File: config.mk
export PLATFORM = sky130hd
export DESIGN_NAME = comparator_bist
export DESIGN_NICKNAME = d
export VERILOG_FILES = /design/src/rtl/comparator_bist.sv
export SDC_FILE = /design/constraint.sdc
export NUM_CORES = 1
export LEC_CHECK = 0
export ABC_CLOCK_PERIOD_IN_PS = 1800
export BUFFER_PORTS_ARGS = -buffer_cell sky130_fd_sc_hd__buf_2
export CAP_MARGIN = 20
export CORE_MARGIN = 3
export CORE_UTILIZATION = 35
export CTS_BUF_LIST = sky130_fd_sc_hd__clkbuf_16
export CTS_CLUSTER_SIZE = 16
export DETAILED_ROUTE_END_ITERATION = 6
export PLACE_DENSITY = 0.59
export SETUP_SLACK_MARGIN = 0.05
export SLEW_MARGIN = 25
export SYNTH_ARGS = -nofsm -noshare
export SYNTH_HDL_FRONTEND = slang
export SYNTH_SLANG_ARGS = --single-unit
File: constraint.sdc
create_clock -name clk_i -period 1.8 [get_ports clk_i]
set_input_delay 0.18 -clock clk_i [delete_from_list [all_inputs] [get_ports clk_i]]
set_output_delay 0.18 -clock clk_i [all_outputs]
set_load 0.02 [all_outputs]
File: src/rtl/comparator_bist.sv
// ---------------------------------------------------------------------------
// comparator_bist
//
// Self-test sequencer for the 1-bit magnitude comparator (comparator1bit).
// It drives the comparator operands through the four combinations
// {A,B} = 00, 01, 10, 11. Each combination is held for SETTLE_CYCLES cycles.
// The three result bits are then checked in a single CHECK cycle, and any
// mismatch is recorded in fail_vec_o.
//
// Parameters
//   SETTLE_CYCLES  cycles each pattern is held before sampling (1..15,
//                  a value of 0 is treated as 1)
//
// Ports
//   clk_i          clock, all logic on the rising edge
//   rst_i          synchronous active-high reset
//   start_i        single-cycle request to run the self-test
//   a_o, b_o       registered comparator operands
//   o1_i           comparator result, expected A <  B
//   o2_i           comparator result, expected A == B
//   o3_i           comparator result, expected A >  B
//   busy_o         high while a run is in progress (DRIVE/CHECK)
//   done_o         high from end of run until next accepted start or reset
//   pass_o         done_o and no pattern failed
//   fail_vec_o     bit i set if pattern i mismatched
//
// Configuration
//   BIST_STOP_ON_FAIL_EN  when defined, the first failing CHECK ends the run
//                         immediately, leaving the failing pattern on a_o/b_o
// ---------------------------------------------------------------------------
module comparator_bist #(
    parameter int SETTLE_CYCLES = 2
) (
    input  logic       clk_i,
    input  logic       rst_i,
    input  logic       start_i,
    output logic       a_o,
    output logic       b_o,
    input  logic       o1_i,
    input  logic       o2_i,
    input  logic       o3_i,
    output logic       busy_o,
    output logic       done_o,
    output logic       pass_o,
    output logic [3:0] fail_vec_o
);

    // Zero settle time is promoted to one cycle; the counter counts down
    // from SETTLE-1 to 0, so DRIVE lasts exactly SETTLE cycles.
    localparam int         SETTLE_EFF = (SETTLE_CYCLES < 1) ? 1 : SETTLE_CYCLES;
    localparam logic [3:0] RELOAD     = 4'(SETTLE_EFF - 1);

    typedef enum logic [1:0] {
        IDLE  = 2'd0,
        DRIVE = 2'd1,
        CHECK = 2'd2,
        DONE  = 2'd3
    } state_t;

    state_t     state_q, state_d;
    logic [1:0] idx_q, idx_d;
    logic [3:0] cnt_q, cnt_d;
    logic [3:0] fail_q, fail_d;
    logic [2:0] expected;
    logic       mismatch;

    // State, pattern index, settle counter and failure record.
    always_ff @(posedge clk_i) begin
        if (rst_i) begin
            state_q <= IDLE;
            idx_q   <= 2'd0;
            cnt_q   <= 4'd0;
            fail_q  <= 4'd0;
        end else begin
            state_q <= state_d;
            idx_q   <= idx_d;
            cnt_q   <= cnt_d;
            fail_q  <= fail_d;
        end
    end

    // Expected {o1,o2,o3} for the pattern currently on the operands.
    // Any deviation counts, including non-one-hot results.
    always_comb begin
        expected = 3'b010;
        unique case (idx_q)
            2'd0:    expected = 3'b010;
            2'd1:    expected = 3'b100;
            2'd2:    expected = 3'b001;
            default: expected = 3'b010;
        endcase
        mismatch = ({o1_i, o2_i, o3_i} != expected);
    end

    // Next-state logic. start is only looked at in IDLE and DONE, so it is
    // naturally ignored while busy and on the cycle DONE is entered.
    always_comb begin
        state_d = state_q;
        idx_d   = idx_q;
        cnt_d   = cnt_q;
        fail_d  = fail_q;
        unique case (state_q)
            IDLE, DONE: begin
                if (start_i) begin
                    state_d = DRIVE;
                    idx_d   = 2'd0;
                    cnt_d   = RELOAD;
                    fail_d  = 4'd0;
                end
            end
            DRIVE: begin
                if (cnt_q == 4'd0) begin
                    state_d = CHECK;
                end else begin
                    cnt_d = cnt_q - 4'd1;
                end
            end
            CHECK: begin
                if (mismatch) begin
                    fail_d[idx_q] = 1'b1;
                end
`ifdef BIST_STOP_ON_FAIL_EN
                if (idx_q == 2'd3 || mismatch) begin
`else
                if (idx_q == 2'd3) begin
`endif
                    state_d = DONE;
                end else begin
                    state_d = DRIVE;
                    idx_d   = idx_q + 2'd1;
                    cnt_d   = RELOAD;
                end
            end
            default: state_d = IDLE;
        endcase
    end

    // The pattern index register doubles as the registered operand pair.
    assign a_o        = idx_q[1];
    assign b_o        = idx_q[0];
    assign busy_o     = (state_q == DRIVE) || (state_q == CHECK);
    assign done_o     = (state_q == DONE);
    assign pass_o     = done_o && (fail_q == 4'd0);
    assign fail_vec_o = fail_q;

endmodule

Word level (Yosys, flattened, before mapping)
Cells that the tools add are included.
Storage, ports and cells
  flip-flop bits (word level): 12
  bits of input ports: 6
  output and inout bits: 9
  word-level logic and storage cells: 50
Operators by class
  add/subtract/negate cells: 2
  magnitude comparators: 2
  equality and inequality tests: 12
  muxes and demuxes: 17
  bitwise operators: 1
  reductions and logical operators: 12
Operators by type and width (number)
  two-way mux 4 bit: 5
  case mux 4 bit (3 select lines): 1
  two-way mux 2 bit: 5
  inequality test 2 bit, second input constant: 5
  AND reduction 3 bit: 3
  == test 2 bit, second input constant: 4
  zero test 4 bit: 2
  case mux 4 bit (2 select lines): 1
  case mux 2 bit (3 select lines): 1
  case mux 3 bit (2 select lines): 1
  == test 2 x 1 -> 1 bit, second input constant: 2
  OR 4 bit: 1
  case mux 2 bit (2 select lines): 1
  subtractor 4 x 1 -> 4 bit, second input constant: 1
  less-than comparator 2 x 3 -> 1 bit, second input constant: 1
  inequality test 3 bit: 1
  adder 2 x 1 -> 2 bit, second input constant: 1
  demux 1 bit (select 2 bit): 1
  greater-or-equal comparator 2 x 1 -> 1 bit, second input constant: 1
  logical AND 1 bit: 2
  zero test 2 bit: 1
  AND reduction 2 bit: 1
  nonzero test 2 bit: 1
  OR reduction 2 bit: 1
  2 further kinds: 2

Depth between registers and ports, before layout
Gate-level depths: netlist of run 1.
  depth in word-level cells: 7
  depth in mapped cells: 6
  gate-level depth less buffers: 6

Least setup slack after synthesis of run 1
OpenSTA, ideal clock, no wires.
  kind: flip-flop to flip-flop
  start point: reg idx_q[1]
  end point: reg fail_q[0], in the netlist fail_vec_o[0]
  library setup time: 0.117 ns
  data arrival time: 1.510 ns
  required time: 1.683 ns
  slack: 0.173 ns
  stages on the path, launching flop included: 7
  path buffers: 0
  period minus slack after synthesis: 1.627 ns
  cells stage by stage: dfxtp_1 inv_1 ha_1 xnor2_1 nor3_1 nor4_2 a22o_1
On the way
  cells in the longest elaborated chain, start to end: 7
  elaborated cells on any way between the ends: 14
  classes of those cells: 2 x order compare; 4 x eq/ne; 5 x mux; 1 x bitwise; 2 x reduce/logical
RTL lines
  start: declaration: RTL line 61  | logic [1:0] idx_q, idx_d;
  start signal: assignment: RTL line 76  | idx_q <= idx_d;
  less-than comparator 2 x 3 -> 1 bit (not written as such) / greater-or-equal comparator 2 x 1 -> 1 bit (equally long branches): RTL line 120  | fail_d[idx_q] = 1'b1;
  logical AND 1 bit (not written as such): RTL line 120
  two-way mux 1 bit (not written as such): RTL line 120
  demux 1 bit (select 2 bit): RTL line 120
  OR 4 bit (no line)
  two-way mux 4 bit: RTL line 119  | if (mismatch) begin
  case mux 4 bit (2 select lines): RTL line 102  | unique case (state_q)
  end signal: assignment: RTL line 78  | fail_q <= fail_d;
  end: declaration: RTL line 63  | logic [3:0] fail_q, fail_d;
Parallel ways exist; a longest one is shown, timed or not. The select of a mux whose other input is x is not followed.
A chain may end at the register's enable or synchronous reset.

Final worst setup path of run 1
Ends and elaborated chain as after synthesis.

==> run summary, run 1 <==
The run finished with clean final reports. Once the clock tree was built, the resizer swapped 0 gates to a different size. Yosys synthesis warning count: 0. The number of antenna violations at the first check in global routing came out at 0. After the first detailed-routing iteration, the DRC count stood at 7. After floorplanning, the core was divided into 16 placement rows. The most critical setup path has its startpoint at idx_q[1].

For this run, design rule violations remaining after detail routing come to 0. The detail route stage leaves a number of antenna-violating nets equal to 0. The H-tree level count is 1, and the final weighted congestion in routability-driven placement is 0.700. The cell count after synthesis came out at 81. The logs give 118 for the number of nets in the finished design and 0.000830 ns for the setup clock skew after layout. The number of nets handed over by synthesis was 98. The logs give 0 for the number of pins exceeding their max-slew limit in the final report and 544 uV for the largest vdd supply drop.

In the final layout, the share of cells above drive strength 1 is 25.3%. The number of optimization iterations in the first detailed-route pass was 4; the die boundary height was 52.2 um. Kind of end point of the critical path: a register. The tools report the total of hold buffers inserted after clock tree synthesis as 0. TritonCTS built the clock tree. The initial standard-cell utilization of the core was 37.4%.

In this run the critical register-to-register path is launched from idx_q[1]. For the pin with the worst max-slew slack, the measured transition is 0.349 ns. The critical path is of the register to register type.

For the final-report setup violation count, the log shows 0. The tree is rooted in a sky130_fd_sc_hd__clkbuf_16. The area growth from synthesis to layout is 25.8%.

The count of buffers added on input and output ports is 14. The top cell types in the final layout, fill and taps aside, are sky130_fd_sc_hd__buf_2, sky130_fd_sc_hd__dfxtp_1, sky130_fd_sc_hd__ha_1. The maximum fanout along the worst path was 5. The total routed wirelength came out at 1470 um. Pin placement for this block handled 15 I/O pins.

From left edge to right edge, the die measures 52.2 um. The global router's overall resource usage was 12.8%. Timing would allow up to 0.634 GHz. The tools report the count of antenna diodes in the layout as 0. The tools report the worst endpoint required time as 1.93 ns.

Across the run, the number of max-cap violations was 0. The number of cells on the worst reg-to-reg path is 6, and the detailed-route wire length per cell is 11.6 um. The number of distinct library cell variants in the gate-level netlist after synthesis came out at 34. The total overflow left after global routing is 0. The critical path ends at fail_vec_o[0]. The clock passes through at most 2 buffers.

The clock net in this run drives a total of 12 sinks. The leading cell type in the layout, fill and taps excluded was sky130_fd_sc_hd__buf_2. Summing every instance area after synthesis gives 748 um2. The worst register-to-register path ends at fail_vec_o[0].

The setup check on the worst reg-to-reg path leaves a slack of 0.22 ns. After layout, the worst path uses 87.6% of the clock period. Buffers added to address setup during post-CTS repair amount to 0. In the final timing run, aggregate negative setup slack is 0 ns.

The post-layout total power is 1.11 mW, and the clock period minus worst slack is 1.58 ns. Summed over all cells, the static leakage comes to 0.412 nW. The run gives 631 as the number of vias in the routed layout.

Die area: 0.00273 mm2. Setup repair after global routing left no endpoint under its margin. The via-per-instance ratio is 5.01, and the power density over the cells is 1180 mW/mm2. Counting flops and latches in the post-synthesis netlist gives 12. The tools report the area of the core region as 0.00200 mm2. The global-route wire length before repair was 2550 um. Insertion delay to the later sink of the worst-skew pair: 0.23 ns.

The largest net degree at the start of global routing is 14. The class of the worst hold path is input pin to register. Arrival time at the worst endpoint: 1.70 ns. The worst setup path is launched from a register. The run gives 1140 um as the total half-perimeter wirelength after legalization and detailed placement. Clock-pin slew was measured on the worst setup and hold paths at 0.04 ns.

The logs give 3 for the total clock buffers created by CTS and 76.7% for the normalized max-slew margin. The synthesized area divided by synthesized cell count was 9.24 um2; the number of endpoints with negative hold slack in the final report was 0. After synthesis, flip-flops and latches occupy 32.1% of the total area. Via count of the first global-routing pass: 608. The layout has 206 filler cells.
-- cells by family (layout without fill, tap and decap cells) --
group	count (synthesis)	after routing	synth area share (%)
AO/OA/AOI/OAI	21	21	20.4
XOR/XNOR	3	3	3.51
adder cells (fa/ha/maj)	11	11	18.4
buffers and inverters	10	28	5.18
flip-flops	12	12	32.1
AND/OR/NAND/NOR	24	24	20.4
-- worst min-delay path by stage --
stage,endpoint,depth (start not counted),start
2_1_floorplan,state_q[1],2,rst_i
3_3_place_gp,fail_vec_o[3],2,fail_vec_o[3]
3_5_place_dp,fail_vec_o[3],2,fail_vec_o[3]
4_1_cts,idx_q[0],2,rst_i
5_1_grt,idx_q[0],2,rst_i
6_report,idx_q[0],2,rst_i
-- cell type report --
type,count,area [um2],area share (%)
Multi-Input combinational cell,59,469,49.9
Sequential cell,12,240,25.5
Timing Repair Buffer,17,92.6,9.84
Clock buffer,3,75.1,7.98
Tap cell,27,33.8,3.59
Inverter,8,30.0,3.19
-- power by group --
group / total (mW) / internal (mW) / switching (mW)
clock: 0.392 / 0.288 / 0.104
combinational: 0.399 / 0.171 / 0.228
sequential: 0.323 / 0.298 / 0.0255
-- layer usage --
layer	vias up	wire, um	GRT usage [%]	part of all wire [%]
met2	13	681	19.5	46
met5	-	0	0	0
met1	279	693	15.9	47
met4	0	17	7.66	1.2
met3	2	75	3.70	5.1
li1	337	-	-	-
-- metrics by stage --
step	instances	setup WS [ns]	cell area, um2	utilization [%]	hold WS, ns
2_1_floorplan	81	0.173	748	-	0.358
3_3_place_gp	123	0.271	866	43.3	0.482
5_1_grt	126	0.0828	941	47.0	0.330
3_5_place_dp	123	0.203	866	43.3	0.465
6_report	126	0.224	941	47.0	0.291
4_1_cts	126	0.202	941	47.0	0.296
-- cell usage after synthesis, drive strengths merged --
library cell	count	area [um2]
o21a	1	7.51
o21ai	1	5.00
o31ai	2	15.0
a21oi	7	42.5
a22o	3	26.3
nor4	4	31.3
nor2b	1	6.26
nand3b	2	15.0
and2	1	6.26
nand4b	1	8.76
xor2	2	17.5
o41ai	1	8.76
inv	8	30.0
and4	1	11.3
xnor2	1	8.76
clkbuf	2	8.75
a2111o	1	11.3
nor3b	1	7.51
nand3	1	5.00
o211ai	1	7.51
nor2	3	11.3
dfxtp	12	240
ha	11	138
nand2b	1	6.26
a31oi	2	12.5
a32oi	1	8.76
nor3	2	10.0
and2b	1	7.51
nand2	4	15.0
a211oi	1	7.51
or3b	1	11.3
-- flip-flops by register name, indices dropped and copies added (netlist names) --
register / cells
cnt_q: 4
state_q: 2
idx_q: 2
fail_vec_o: 4
-- critical path, cell delays in order (launching register included) --
cell	delay [ns]
sky130_fd_sc_hd__dfxtp_1	0.39
sky130_fd_sc_hd__inv_1	0.10
sky130_fd_sc_hd__ha_1	0.33
sky130_fd_sc_hd__xnor2_1	0.13
sky130_fd_sc_hd__nor3_1	0.25
sky130_fd_sc_hd__nor4_2	0.09
sky130_fd_sc_hd__a22o_1	0.18
Power figures use the tool's default switching activity.
==> run 2, diff against run 1 <==
- GPL_TIMING_DRIVEN: default -> 0
==> run 2 against run 1 <==
Effect of this change:
- via count is 3.2% higher
- utilization down 0.12 points
- clock power is essentially flat
- power down 0.90%
- wire length grew 3.8%
- maximum frequency down 2.6%
==> run summary, run 2 (synthesized netlist as in run 1, its figures left out) <==
The total clock buffers created by CTS is 3 (unchanged), and the die boundary height is 52.2 um (unchanged). The count of antenna diodes in the layout was 0 (unchanged). Maximum fanout along the worst path: 6 (+1).

STA classifies the critical path endpoint as a register. The switching share of power works out to 32.8% (+0.69 points). For the clock network fraction of total power, the log shows 35.6% (+0.4 points).

Number of pins exceeding their max-slew limit in the final report: 0 (unchanged). The tools report the die area as 0.00273 mm2 (unchanged). The critical path is of the register to register type. Setup repair after global routing left no endpoint under its margin. The flow ran to the end, and the final reports show no timing, DRC or antenna violations.

The remaining global-route overflow is 0 (unchanged), and the normalized max-slew margin is 67.9% (-8.7 points). Arrival time at the worst endpoint: 1.80 ns (+0.10 ns). The total of max-cap violations was 0 (unchanged); the worst-case hold slack was 0.290 ns (-0.000819 ns). The global router's overall resource usage was 13.5% (+0.64 points); the sequential share of power was 30.3% (+1.3 points). The largest net degree at the start of global routing is 11 (-3), and the number of antenna violations at the first check in global routing is 0 (unchanged). The power density over the cells is 1180 mW/mm2 (-0.64%), and the relative contribution of combinational cells to total power is 34.1% (-1.7 points). The transition time at the pin with the least slew margin is 0.481 ns (+0.132 ns), and the setup clock skew after layout is 0.00115 ns (+0.000322 ns). The tools report the count of nets left with antenna violations after detail routing as 0 (unchanged). The global-route wire length before repair is 2760 um (+8.4%). The tools report the TritonCTS sink count as 12 (unchanged). For the area of the core region, the log shows 0.00200 mm2 (unchanged). Clock tree synthesis selected as its root buffer the cell sky130_fd_sc_hd__clkbuf_16. The clock period minus worst slack is 1.62 ns (+0.0422 ns). The switching power summed over all nets came out at 0.362 mW (+1.2%). Number of nets in the finished design: 117 (-0.85%). The number of buffers on the longest clock path came out at 2 (unchanged).

Total half-perimeter wirelength after legalization and detailed placement: 1160 um (+1.6%). The post-CTS setup-driven buffer insertion count was 0 (unchanged); the detailed-route wire length per cell was 12.2 um (+4.6%). The number of endpoints with negative hold slack in the final report is 0 (unchanged), and the via-per-instance ratio is 5.21 (+4.0%). The cell-internal power was 0.742 mW (-1.9%); the via count of the first global-routing pass was 627 (+3.1%). The post-route fraction of the period consumed by the critical path is 89.9% (+2.3 points), and the I/O pin count is 15 (unchanged). The class of the worst hold path is input pin to register.

In the layout the commonest cells are sky130_fd_sc_hd__buf_2, sky130_fd_sc_hd__ha_1, sky130_fd_sc_hd__dfxtp_1. For the post-layout total power, the log shows 1.10 mW (-0.90%). The number of port buffers was 14 (unchanged). Number of violations reported at the end of detailed-routing iteration 0: 8 (+1). The tools report the initial standard-cell utilization of the core as 37.4% (unchanged).

The insertion delay to the later sink of the worst-skew pair is 0.23 ns (about the same), and the total routed wirelength is 1520 um (+3.8%). Leaving out fill and tap cells, the most frequent cell in the layout is sky130_fd_sc_hd__buf_2. The logs give 651 (+3.2%) for the number of vias in the routed layout and 1.98 ns (+0.05 ns) for the worst endpoint required time.

The static power due to leakage is 0.404 nW (-2.0%), and the number of optimization iterations in the first detailed-route pass is 4 (unchanged). Clock slew seen by the registers of the worst setup and hold paths: 0.04 ns (about the same). The logs give 0 ns (unchanged) for the total negative setup slack and 0 (unchanged) for the detailed-route DRC error count. The run gives 1 (unchanged) as the H-tree level count. The total of hold buffers inserted after clock tree synthesis came out at 0 (unchanged). The die boundary width works out to 52.2 um (unchanged).

The maximum clock rate was 0.618 GHz (-2.6%); the final-report setup violation count was 0 (unchanged). TritonCTS built the clock tree. The kind of start point of the critical path is a register. The logs give 16 (unchanged) for the placement row count and 432 uV (-21%) for the largest vdd supply drop. Proportion of layout cells with a drive suffix above 1: 27.6% (+2.3 points). Compared with the post-synthesis result, the final layout area differs by 25.4%.

The final weighted congestion in routability-driven placement is 0.746 (+6.6%).
## run 2: timing repair
| action | in CTS | in global routing |
|---|---|---|
| hold endpoints to repair | 0 | 0 |
| setup endpoints to repair | 1 | 7 |
| resized for setup | 1 | 3 |
## run 2: metal layers
metal  vias to the layer above  global-route usage [%]  wire length, um
met5                         -                       0                0
li1                        333                       -                -
met2                        15                    21.1              700
met3                         2                    2.56               68
met4                         0                    6.38               17
met1                       301                    17.6              737
## run 2: path summary, 6_finish.rpt
path,from,endpoint,slack [ns],depth (start not counted)
worst min register to register,fail_vec_o[3],fail_vec_o[3],0.48,2
worst max-delay path,state_q[0],fail_vec_o[0],0.18,5
worst min-delay path,rst_i,state_q[1],0.29,3
worst max register to register,state_q[0],fail_vec_o[0],0.18,5
## run 2: layout make-up
class | count | area [um2]
Buffer | 2 | 8.76
Clock buffer | 3 | 75.1
Inverter | 8 | 30.0
Fill cell | 206 | 1060
Timing Repair Buffer | 14 | 70.1
Tap cell | 27 | 33.8
Sequential cell | 12 | 241
Multi-Input combinational cell | 59 | 479
## run 2: worst max-delay path, stage by stage, from the launching register on
cell and delay (ns):
sky130_fd_sc_hd__dfxtp_2 0.36, sky130_fd_sc_hd__inv_1 0.05, sky130_fd_sc_hd__ha_1 0.38, sky130_fd_sc_hd__and2b_2 0.28, sky130_fd_sc_hd__nor4_2 0.31, sky130_fd_sc_hd__a22o_1 0.17
## run 2: per-stage QoR
stage,std cells,cell area (um2),util [%],setup WS [ns]
2_1_floorplan,81,748,-,0.173
3_3_place_gp,122,852,42.6,0.102
3_5_place_dp,122,852,42.6,0.0790
4_1_cts,125,931,46.5,0.119
5_1_grt,125,938,46.9,0.0632
6_report,125,938,46.9,0.182
## run 2: power groups by stage
stage	combinational, mW	clock (mW)	sequential, mW
after global placement	0.364	0	0.335
after global routing	0.431	0.414	0.341
after floorplan	0.288	0	0.333
after CTS	0.375	0.402	0.333
final	0.377	0.393	0.335
after detailed placement	0.368	0	0.337
